File: config.mk
export PLATFORM = sky130hd
export DESIGN_NAME = fifo_drain
export DESIGN_NICKNAME = d
export VERILOG_FILES = /design/src/rtl/fifo_drain.sv
export SDC_FILE = /design/constraint.sdc
export NUM_CORES = 1
export LEC_CHECK = 0
export ABC_AREA = 1
export BUFFER_PORTS_ARGS = -buffer_cell sky130_fd_sc_hd__buf_2
export CORE_ASPECT_RATIO = 0.5
export CORE_UTILIZATION = 45
export DETAILED_ROUTE_END_ITERATION = 8
export PLACE_DENSITY = 0.82
export SYNTH_ARGS = -nofsm -noshare
export SYNTH_HDL_FRONTEND = slang
export SYNTH_SLANG_ARGS = --single-unit
File: constraint.sdc
create_clock -name clk -period 3.7 [get_ports clk]
set_input_delay 0.185 -clock clk [delete_from_list [all_inputs] [get_ports clk]]
set_output_delay 0.185 -clock clk [all_outputs]
set_load 0.05 [all_outputs]
File: src/rtl/fifo_drain.sv
// fifo_drain: drains a DEPTH-entry shift fifo oldest-first onto a valid/ready stream, zero-filling it
module fifo_drain #(
  parameter int DEPTH = 8,
  parameter int BITS  = 64
) (
  input  logic                     clk,
  input  logic                     rst,
  input  logic                     start,
  input  logic                     abort,
  output logic                     busy,
  output logic                     done,
  output logic                     fifo_en,
  output logic [BITS-1:0]          fifo_d,
  input  logic [BITS-1:0]          fifo_q,
  output logic [BITS-1:0]          out_data,
  output logic [$clog2(DEPTH)-1:0] out_idx,
  output logic                     out_valid,
  input  logic                     out_ready
);
  localparam int IW = $clog2(DEPTH);
  localparam logic [IW-1:0] LAST = IW'(DEPTH - 1);
  typedef enum logic [2:0] {IDLE, CAPTURE, VALID, SHIFT, DONE} state_t;
  state_t r_state, w_state;
  logic [IW-1:0] r_count, w_count, w_idx;
  logic [BITS-1:0] w_data;
  logic w_busy, w_done, w_en, w_valid;
  assign fifo_d = '0;
  // state register and registered outputs
  always_ff @(posedge clk or posedge rst) begin
    if (rst) begin
      r_state   <= IDLE;
      r_count   <= '0;
      busy      <= 1'b0;
      done      <= 1'b0;
      fifo_en   <= 1'b0;
      out_valid <= 1'b0;
      out_data  <= '0;
      out_idx   <= '0;
    end else begin
      r_state   <= w_state;
      r_count   <= w_count;
      busy      <= w_busy;
      done      <= w_done;
      fifo_en   <= w_en;
      out_valid <= w_valid;
      out_data  <= w_data;
      out_idx   <= w_idx;
    end
  end
  // next state and next output values; abort outside IDLE overrides start and the handshake
  always_comb begin
    w_state = r_state;
    w_count = r_count;
    w_busy  = busy;
    w_done  = 1'b0;
    w_en    = 1'b0;
    w_valid = out_valid;
    w_data  = out_data;
    w_idx   = out_idx;
    case (r_state)
      IDLE: if (start) begin
        w_state = CAPTURE;
        w_count = '0;
        w_busy  = 1'b1;
      end
      CAPTURE: begin
        w_data  = fifo_q;
        w_idx   = r_count;
        w_valid = 1'b1;
        w_state = VALID;
      end
      VALID: if (out_ready) begin
        w_valid = 1'b0;
        w_en    = 1'b1;
        w_state = SHIFT;
      end
      SHIFT: begin
        w_done  = r_count == LAST;
        w_state = (r_count == LAST) ? DONE : CAPTURE;
        w_count = (r_count == LAST) ? r_count : r_count + IW'(1);
      end
      DONE: begin
        w_busy  = 1'b0;
        w_state = IDLE;
      end
      default: w_state = IDLE;
    endcase
    if (abort && r_state != IDLE) begin
      w_state = IDLE;
      w_count = '0;
      w_busy  = 1'b0;
      w_done  = 1'b0;
      w_en    = 1'b0;
      w_valid = 1'b0;
    end
  end
endmodule

==> flow_summary_export.csv, run 1 <==
group,metric,value,unit
status,result_of_the_run,"finished clean",
clock_network,ctsHtreeMaxLevel,3,
setup_path,critical_path.max_stage_delay,800,ps
drt,drtPass1Iterations,4,
logic_synthesis,synth.lib_cells_used.distinct,19,
setup_path,worst_r2r_endpoint,"r_state[1]$_DFFE_PP0P_",
sta,achievable-frequency,544.6,MHz
clock_network,clk_transition_reported_paths,60,ps
hold_path,min_from,"fifo_q[11]",
clock_network,cts_inserted_buffers,9,
hold_path,hold_path_cell_cnt,3,
pwr,vdd_drop_max,523.5,uV
drt,avgViaCountPerCell,4.425,
hold_path,hold_path.class,"in -> reg",
floorplanning,num_rows,22,
logic_synthesis,netlist_instances,408,
setup_path,critPathMaxFanout,69,
pwr,powerDensity,1144,mW/mm2
floorplanning,io_pins,204,
placed_design,io_buffer_count,139,
setup_path,regToRegStartpoint,"r_state[2]$_DFFE_PP0P_",
clock_network,clock-sinks,77,
logic_synthesis,synth_top_area_share,54.98,%
setup_path,reg2reg_depth,5,
cells_and_area,flow.area_growth_from_synthesis,22.96,%
cells_and_area,num_antenna_cells,0,
sta,final_hold_viol_count,0,
placed_design,placedInstanceArea,0.004005,mm2
logic_synthesis,ys_seq_area_share,54.98,%
logic_synthesis,synth-main-ff-cell,"sky130_fd_sc_hd__dfrtp_1",
floorplanning,floorplan.die_area,0.008166,mm2
global_routing,initial_antenna_violation_count,0,
sta,finalClockSkew,4.832,ps
global_routing,grt.total_usage,18.90,%
hold_path,holdPathEnd,"out_data[11]$_DFFE_PP0P_",
floorplanning,die_height,64.40,um
logic_synthesis,most_frequent_cell_after_synthesis,"sky130_fd_sc_hd__nand2_1",
logic_synthesis,synthTopCellsByCount,"213 x sky130_fd_sc_hd__nand2_1, 77 x sky130_fd_sc_hd__dfrtp_1, 67 x sky130_fd_sc_hd__buf_4",
floorplanning,dieWidth,126.8,um
global_routing,first_global_vias,2540,
drt,avgRoutedWirePerCell,11.43,um
sta,finalHoldWorstSlack,50.33,ps
cells_and_area,final_instance_area,0.004309,mm2
setup_path,worstSetupEndpointType,"flop",
logic_synthesis,cell_types_occupying_the_most_area_after_synthesis,"sky130_fd_sc_hd__dfrtp_1 55%, sky130_fd_sc_hd__nand2_1 23%, sky130_fd_sc_hd__buf_4 14%",
pwr,cellLeakagePower,0.002656,uW
drt,drcViolationCount,0,
clock_network,cts-root-buf,"sky130_fd_sc_hd__clkbuf_16",
drt,drt-total-wl,7393,um
global_routing,pin_count_of_the_biggest_net_entering_global_routing,70,
sta,timing.max_slew.rel_slack,26.03,%
drt,postRouteAntennaNets,0,
logic_synthesis,synthDominantAreaCellType,"sky130_fd_sc_hd__dfrtp_1",
setup_path,worst_ep_arrival_time,2090,ps
cells_and_area,nNetsFinal,617,
drt,via_count,2863,
sta,period_needed,1836,ps
clock_network,tritoncts,"done",
sta,drv_slew,0,
sta,setup-violations-final,0,
setup_path,r2r_setup_slack,1860,ps
logic_synthesis,mean_instance_size_in_the_synthesized_netlist,8.590,um2
placed_design,dp.final_hpwl,4973,um
global_routing,grt_first_pass_wirelength,11950,um
setup_path,timing.critical_path.slowest_stage_cell,"sky130_fd_sc_hd__inv_2",
setup_path,cp_common_cell,"sky130_fd_sc_hd__inv_1",
logic_synthesis,mappedNetlistArea,0.003505,mm2
setup_path,crit_start,"r_state[2]$_DFFE_PP0P_",
clock_network,clock_latency,330,ps
global_routing,grt_overflow_total,0,
sta,max_slew.worst_pin.slew,1108,ps
logic_synthesis,synth-async-reset-ratio,100.0,%
placed_design,gp_congestion,0.7631,
setup_path,critical_path.cell_chain,"inv_1 -> nand3_2 -> inv_2 -> o21ai_0 -> inv_1",
setup_path,startpoint_type,"flop",
setup_path,worstPathRequired,3960,ps
logic_synthesis,yosys_warnings,0,
logic_synthesis,number_of_enable_type_register_cells_in_the_synthesized_netlist,0,
sta,tns,0,ps
cells_and_area,post_route_cells_drive_above_1_share,29.04,%
clock_network,cts_max_path_buffers,2,
logic_synthesis,yosys_register_bits,77,
clock_network,postCtsSetupRepairBufs,0,
setup_path,critical_path_class,"reg -> reg",
floorplanning,initial_core_util,47.15,%
job,cap_viol_max_count,0,
floorplanning,fp.coreArea,0.007432,mm2
sta,grt_setup_unrepaired,"false",
drt,drtIter0Drc,133,
sta,timing.final.crit_share,49.63,%
repair_timing:
action                    in CTS  in global routing
hold buffers                   1                  0
resized for setup              0                  0
hold endpoints to repair      33                  0
worst max path at each step:
stage / end / slack (ps)
detailed placement: r_state[1]$_DFFE_PP0P_ / 1900
CTS: out_data[60]$_DFFE_PP0P_ / 1860
global placement: r_state[1]$_DFFE_PP0P_ / 1970
global route: r_state[1]$_DFFE_PP0P_ / 1670
finish: r_state[1]$_DFFE_PP0P_ / 1860
floorplan: busy$_DFFE_PP0P_ / 1550
area by class of cell:
cell class                      count  area [um2]
Multi-Input combinational cell    303        1199
Clock inverter                      4       47.55
Fill cell                         683        3123
Inverter                           13       48.80
Clock buffer                       12       246.5
Sequential cell                    77        1927
Timing Repair Buffer              142       720.7
Tap cell                           96       120.1
placed cells by master, fill, tap and decap left out:
master                            n
sky130_fd_sc_hd__buf_2          139
sky130_fd_sc_hd__clkinv_2         2
sky130_fd_sc_hd__clkinvlp_4       1
sky130_fd_sc_hd__clkbuf_16        9
sky130_fd_sc_hd__clkbuf_1         2
sky130_fd_sc_hd__nor2_1           7
sky130_fd_sc_hd__o211a_1          1
sky130_fd_sc_hd__ha_1             2
sky130_fd_sc_hd__clkbuf_8         1
sky130_fd_sc_hd__dlygate4sd3_1    1
sky130_fd_sc_hd__inv_1           10
sky130_fd_sc_hd__nand3_2          2
sky130_fd_sc_hd__o21ai_0          2
sky130_fd_sc_hd__nand3_1          5
sky130_fd_sc_hd__nand4_1          3
sky130_fd_sc_hd__nand3b_1         1
sky130_fd_sc_hd__o22ai_1          1
sky130_fd_sc_hd__buf_4            2
sky130_fd_sc_hd__inv_2            3
sky130_fd_sc_hd__conb_1          64
sky130_fd_sc_hd__bufinv_16        1
sky130_fd_sc_hd__dfrtp_1         77
sky130_fd_sc_hd__nor3_1           2
sky130_fd_sc_hd__nand2_1        213
power by group:
group          leakage, uW  switching [uW]  internal [uW]  total, uW
combinational      0.00155            2130            525       2650
clock             0.000143             315            538        853
sequential        0.000962             203           1220       1430
registers in the layout, indices dropped and copies added (netlist names):
signal     flops
out_valid      1
out_data      64
done           1
r_count        3
r_state        3
out_idx        3
busy           1
fifo_en        1
critical path: cells and delay by family, from the launching register on:
kind                   cells  cell delay [ps]
buffers and inverters      3             1060
flip-flops                 1              370
AO/OA/AOI/OAI              1              190
AND/OR/NAND/NOR            1              110
cells by family after synthesis:
logic type / Yosys count / synth area share (%)
AO/OA/AOI/OAI: 4 / 0.7499
adder cells (fa/ha/maj): 2 / 0.7139
buffers and inverters: 91 / 17.57
flip-flops: 77 / 54.98
other: 1 / 0.1070
AND/OR/NAND/NOR: 233 / 25.88
per-layer routing:
layer  track usage, %  part of all wire [%]
met3            4.104                   4.8
met4            7.292                   2.0
met5                0                     0
met2            34.89                    53
met1            21.67                    41
stage by stage:
| step | std cells | worst slack, ps | total power (uW) | util (%) |
|---|---|---|---|---|
| 4_1_cts | 647 | 1861 | 4957 | 57.98 |
| 3_5_place_dp | 630 | 1900 | 4080 | 53.89 |
| 6_report | 647 | 1864 | 4929 | 57.98 |
| 3_3_place_gp | 630 | 1970 | 4028 | 53.89 |
| 5_1_grt | 647 | 1674 | 5208 | 57.98 |
| 2_1_floorplan | 471 | 1548 | 3579 | - |
No activity file was read; power rests on OpenSTA's default activity.
==> run 2: changes to the inputs <==
Settings changed: CORE_UTILIZATION 45 to 44, PLACE_DENSITY 0.82 to 0.81.
Clock period 3.7 ns to 1.9 ns, I/O delays scaled along.
==> run 2 against run 1 <==
Compared with the run above: cell count is 12% higher; critical path depth stayed put; critical path type unchanged; flip-flop and latch count stayed put; largest cell class unchanged; clock skew is 0.96 ps higher; register-to-register slack worse by 1400 ps; sequential share of layout area is 6.5 points lower.
==> flow_summary_export.csv, run 2 (synthesized netlist as in run 1, its figures left out) <==
group,metric,value,unit
job,cap_viol_max_count,0,
cells_and_area,final_common_cell,"sky130_fd_sc_hd__nand2_1",
clock_network,ctsHtreeMaxLevel,3,
cells_and_area,nNetsFinal,684,
setup_path,worst_ep_arrival_time,1740,ps
sta,max_slew.worst_pin.slew,671.5,ps
cells_and_area,num_antenna_cells,0,
placed_design,gp_congestion,0.8414,
drt,drt-total-wl,9043,um
pwr,p_sw,5310,uW
pwr,sw_frac_of_total,53.16,%
clock_network,clk_transition_reported_paths,60,ps
clock_network,clock-sinks,77,
global_routing,first_global_vias,3149,
cells_and_area,multi_input_comb_area,0.001199,mm2
sta,grt_setup_unrepaired,"false",
setup_path,critical_path_class,"reg -> reg",
setup_path,reg2reg_depth,5,
pwr,power.sequential.fraction,28.2,%
clock_network,tritoncts,"done",
sta,tns,0,ps
sta,finalClockSkew,5.789,ps
hold_path,hold_path_cell_cnt,3,
drt,postRouteAntennaNets,0,
floorplanning,die_height,65.11,um
setup_path,startpoint_type,"flop",
drt,drtPass1Iterations,5,
hold_path,hold_path.class,"in -> reg",
pwr,portion_of_total_power_attributed_to_the_clock_network,18.1,%
global_routing,grt_first_pass_wirelength,14410,um
setup_path,critPathMaxFanout,67,
cells_and_area,fill_cells,546,
global_routing,grt_overflow_total,0,
drt,drcViolationCount,0,
floorplanning,dieWidth,128.2,um
setup_path,r2r_setup_slack,420,ps
pwr,total_internal_power,4678,uW
pwr,cellLeakagePower,0.002944,uW
placed_design,dp.final_hpwl,5029,um
global_routing,initial_antenna_violation_count,0,
global_routing,grt.total_usage,22.46,%
sta,period_needed,1485,ps
setup_path,worstSetupEndpointType,"flop",
clock_network,cts_inserted_buffers,9,
clock_network,cts_max_path_buffers,2,
sta,achievable-frequency,673.5,MHz
pwr,combPwrFrac,53.7,%
cells_and_area,number_of_non_filler_instances_in_the_completed_layout,726,
setup_path,crit_start,"r_state[1]$_DFFE_PP0P_",
cells_and_area,seqCellArea,0.001927,mm2
setup_path,regToRegStartpoint,"r_state[1]$_DFFE_PP0P_",
clock_network,clock_latency,330,ps
floorplanning,floorplan.die_area,0.008347,mm2
hold_path,min_from,"out_ready",
floorplanning,io_pins,204,
sta,drv_slew,0,
cells_and_area,post_route_cells_drive_above_1_share,26.38,%
floorplanning,num_rows,22,
sta,timing.final.crit_share,78.15,%
sta,final_hold_viol_count,0,
cells_and_area,layout.core_utilization,67.08,%
sta,timing.max_slew.rel_slack,55.23,%
drt,avgViaCountPerCell,4.426,
pwr,powerDensity,1981,mW/mm2
floorplanning,fp.coreArea,0.007515,mm2
cells_and_area,max_flop_register,"out_data",
cells_and_area,flow.area_growth_from_synthesis,43.84,%
pwr,vdd_drop_max,999.1,uV
placed_design,inst_count_dp,644,
cells_and_area,most-common-layout-cells,"213 x sky130_fd_sc_hd__nand2_1, 139 x sky130_fd_sc_hd__buf_2, 77 x sky130_fd_sc_hd__dfrtp_1, 66 x sky130_fd_sc_hd__dlygate4sd3_1, 64 x sky130_fd_sc_hd__conb_1",
placed_design,io_buffer_count,139,
cells_and_area,final_instance_area,0.005041,mm2
drt,via_count,3213,
drt,drtIter0Drc,190,
sta,setup-violations-final,0,
cells_and_area,number_of_flip_flops_in_the_largest_register,64,
clock_network,cts-root-buf,"sky130_fd_sc_hd__clkbuf_16",
floorplanning,initial_core_util,46.64,%
status,result_of_the_run,"finished clean",
global_routing,pin_count_of_the_biggest_net_entering_global_routing,78,
setup_path,worstPathRequired,2160,ps
clock_network,postCtsSetupRepairBufs,0,
placed_design,placedInstanceArea,0.004064,mm2
drt,avgRoutedWirePerCell,12.46,um
[run 2: stage by stage]
step                hold slack [ps]  setup slack (ps)  power [uW]
floorplan                     161.4             684.2        6970
global placement              234.7             542.2        7901
detailed placement            242.8             464.6        8010
finish                        16.63             415.2        9988
CTS                           15.91             451.5        9925
global route                  25.55             302.9       10520
[run 2: layout make-up]
cell class / count / area share (%)
clock inverters: 6 / 1.737
multi-input cells: 303 / 23.78
repair buffers: 209 / 28.00
clock buffers: 10 / 4.542
well taps: 108 / 2.681
flip-flops and latches: 77 / 38.22
inverters: 13 / 1.042
[run 2: power groups by stage]
stage | sequential, uW | clock, uW | combinational [uW]
5_1_grt | 2900 | 1910 | 5710
4_1_cts | 2790 | 1820 | 5320
6_report | 2820 | 1800 | 5370
2_1_floorplan | 5220 | 0 | 1750
3_3_place_gp | 2790 | 0 | 5110
3_5_place_dp | 2790 | 0 | 5220
[run 2: metal layers]
metal / vias to the layer above / wire length [um] / GRT usage [%]
li1: 1511 / - / -
met1: 1475 / 3572 / 25.48
met2: 183 / 4481 / 39.32
met3: 44 / 592 / 5.700
met4: 0 / 397 / 12.79
met5: - / 0 / 0
[run 2: final timing paths]
| kind | endpoint |
|---|---|
| max | out_data[26]$_DFFE_PP0P_ |
| min | fifo_en$_DFF_PP0_ |
| max reg2reg | out_data[26]$_DFFE_PP0P_ |
| min reg2reg | out_data[38]$_DFFE_PP0P_ |
| max in group asynchronous | out_data[2]$_DFFE_PP0P_ |
| min in group asynchronous | out_data[15]$_DFFE_PP0P_ |
[run 2: repair_timing]
action                     in CTS  in global routing
hold endpoints to repair      142                  0
resized for setup               0                  0
hold buffers                   66                  0
setup endpoints to repair       0                  0
[run 2: worst max-delay path, cell delays in order (launching register included)]
cell                      delay [ps]
sky130_fd_sc_hd__dfrtp_1         430
sky130_fd_sc_hd__inv_2            60
sky130_fd_sc_hd__nand3_2          80
sky130_fd_sc_hd__buf_4           540
sky130_fd_sc_hd__nand2_1         130
sky130_fd_sc_hd__nand2_1         140
==> run 3: changes to the inputs <==
Clock period 1.9 ns to 1.5 ns, I/O delays scaled along.
==> run 3 against run 2 <==
Compared with the run above: register-to-register slack lost 330 ps; routed wire length is 4.3% higher; non-clock buffer count is 6 higher; power increased by 25%; cell count rose by 0.83%; critical endpoint is now fifo_en$_DFF_PP0_.
==> flow_summary_export.csv, run 3 (synthesized netlist as in run 1, its figures left out) <==
group,metric,value,unit
setup_path,critical_path.cell_chain,"inv_1 -> nand3_1 -> inv_1 -> nand2_1 -> nor2_1 -> dlygate4sd3_1",
hold_path,hold_path_cell_cnt,3,
floorplanning,floorplan.die_area,0.008347,mm2
drt,drcViolationCount,0,
cells_and_area,post_route_cells_drive_above_1_share,27.40,%
job,cap_viol_max_count,0,
sta,final_hold_viol_count,0,
drt,via_count,3227,
sta,achievable-frequency,705.4,MHz
placed_design,io_buffer_count,139,
clock_network,tritoncts,"done",
setup_path,critical_path.max_stage_delay,550,ps
setup_path,path_buf_inv,3,
setup_path,r2r_setup_slack,80,ps
clock_network,clock-sinks,77,
clock_network,cts-root-buf,"sky130_fd_sc_hd__clkbuf_16",
cells_and_area,number_of_flip_flops_in_the_largest_register,64,
setup_path,worst_ep_arrival_time,1690,ps
setup_path,timing.critical_path.slowest_stage_cell,"sky130_fd_sc_hd__dlygate4sd3_1",
cells_and_area,max_flop_register,"out_data",
cells_and_area,num_antenna_cells,0,
hold_path,hold_path.class,"in -> reg",
cells_and_area,most-common-layout-cells,"213 x sky130_fd_sc_hd__nand2_1, 139 x sky130_fd_sc_hd__buf_2, 76 x sky130_fd_sc_hd__dfrtp_1, 67 x sky130_fd_sc_hd__dlygate4sd3_1, 64 x sky130_fd_sc_hd__conb_1",
placed_design,gp_congestion,0.8837,
cells_and_area,final_common_cell,"sky130_fd_sc_hd__nand2_1",
clock_network,clk_transition_reported_paths,60,ps
sta,grt_setup_unrepaired,"false",
setup_path,cp_common_cell,"sky130_fd_sc_hd__inv_1",
floorplanning,die_height,65.11,um
drt,drt-total-wl,9430,um
setup_path,critical_path_class,"reg -> reg",
sta,drv_slew,0,
cells_and_area,final_instance_area,0.005062,mm2
setup_path,startpoint_type,"flop",
floorplanning,io_pins,204,
sta,timing.final.crit_share,94.51,%
drt,avgRoutedWirePerCell,12.88,um
global_routing,grt_overflow_total,0,
pwr,powerDensity,2458,mW/mm2
placed_design,inst_count_dp,647,
setup_path,critPathMaxFanout,6,
cells_and_area,flow.area_growth_from_synthesis,44.45,%
placed_design,dp.final_hpwl,5355,um
pwr,vdd_drop_max,1325,uV
setup_path,worst-path-stages,6,
sta,period_needed,1418,ps
sta,finalClockSkew,4.967,ps
clock_network,cts_inserted_buffers,9,
sta,setup-violations-final,0,
status,result_of_the_run,"finished clean",
drt,postRouteAntennaNets,0,
global_routing,first_global_vias,3074,
global_routing,initial_antenna_violation_count,0,
pwr,cellLeakagePower,0.002964,uW
global_routing,grt.total_usage,23.12,%
clock_network,ctsHtreeMaxLevel,3,
floorplanning,initial_core_util,46.64,%
global_routing,pin_count_of_the_biggest_net_entering_global_routing,36,
drt,drtIter0Drc,236,
drt,drtPass1Iterations,4,
cells_and_area,nNetsFinal,690,
drt,avgViaCountPerCell,4.408,
sta,tns,0,ps
setup_path,cpLargestDelayFamily,"buffers and inverters",
global_routing,grt_first_pass_wirelength,14570,um
clock_network,clock_latency,330,ps
floorplanning,num_rows,22,
floorplanning,dieWidth,128.2,um
clock_network,cts_max_path_buffers,2,
setup_path,reg2reg_depth,6,
setup_path,worstSetupEndpointType,"flop",
floorplanning,fp.coreArea,0.007515,mm2
cells_and_area,number_of_non_filler_instances_in_the_completed_layout,732,
placed_design,placedInstanceArea,0.004099,mm2
setup_path,worstPathRequired,1770,ps
run 3: cell count changes in the layout (fill, tap and decap cells not counted), sizes merged:
cell	before	now
clkbuf	10	9
clkinv	1	4
clkinvlp	4	3
buf	143	148
dlygate4sd3	66	67
inv	12	13
bufinv	2	0
run 3: stage by stage:
step                total power [uW]  worst slack (ps)  util, %  hold WS, ps
global placement               10060             215.5    54.55        83.70
finish                         12440             82.30    67.37        32.86
detailed placement             10190             172.4    54.55        95.58
CTS                            12350             27.60    67.15        13.05
floorplan                       8829             284.2        -        141.4
global route                   13100             2.264    67.37        39.91
run 3: power by group:
part	internal [uW]	switching [uW]
Clock	1120	855
Sequential	3020	550
Combinational	1500	5390
Total	5640	6800
run 3: per-layer routing:
metal  track usage [%]  routed length, um  vias to the layer above
met4             12.94                350                        0
li1                  -                  -                     1527
met1             25.35               3576                     1497
met5                 0                  0                        -
met3             6.189                602                       33
met2             41.42               4900                      170
run 3: area by class of cell:
class                           count  area [um2]
Inverter                           13       52.55
Multi-Input combinational cell    303        1199
Clock inverter                      7       51.30
Fill cell                         534        2452
Clock buffer                        9       225.2
Timing Repair Buffer              215        1471
Tap cell                          108       135.1
Sequential cell                    77        1928
run 3: path summary, 6_finish.rpt:
kind                                        startpoint                       end
worst min-delay path                             start          busy$_DFFE_PP0P_
worst min register to register  out_idx[2]$_DFFE_PP0P_    out_idx[2]$_DFFE_PP0P_
worst max-delay path            r_state[0]$_DFFE_PP0P_         fifo_en$_DFF_PP0_
max in group asynchronous                          rst    r_state[0]$_DFFE_PP0P_
worst max register to register  r_state[0]$_DFFE_PP0P_         fifo_en$_DFF_PP0_
min in group asynchronous                          rst  out_data[10]$_DFFE_PP0P_
run 3: timing repair:
item / CTS / global route
endpoints found under the hold margin: 80 / 0
resized for setup: 0 / 2
endpoints found under the setup margin: 0 / 1
setup buffers: 0 / 2
hold buffers: 67 / 0
run 3: worst min-delay path: stages:
cell and delay (ps):
sky130_fd_sc_hd__buf_2 90, sky130_fd_sc_hd__nor2_1 50, sky130_fd_sc_hd__o22ai_1 110
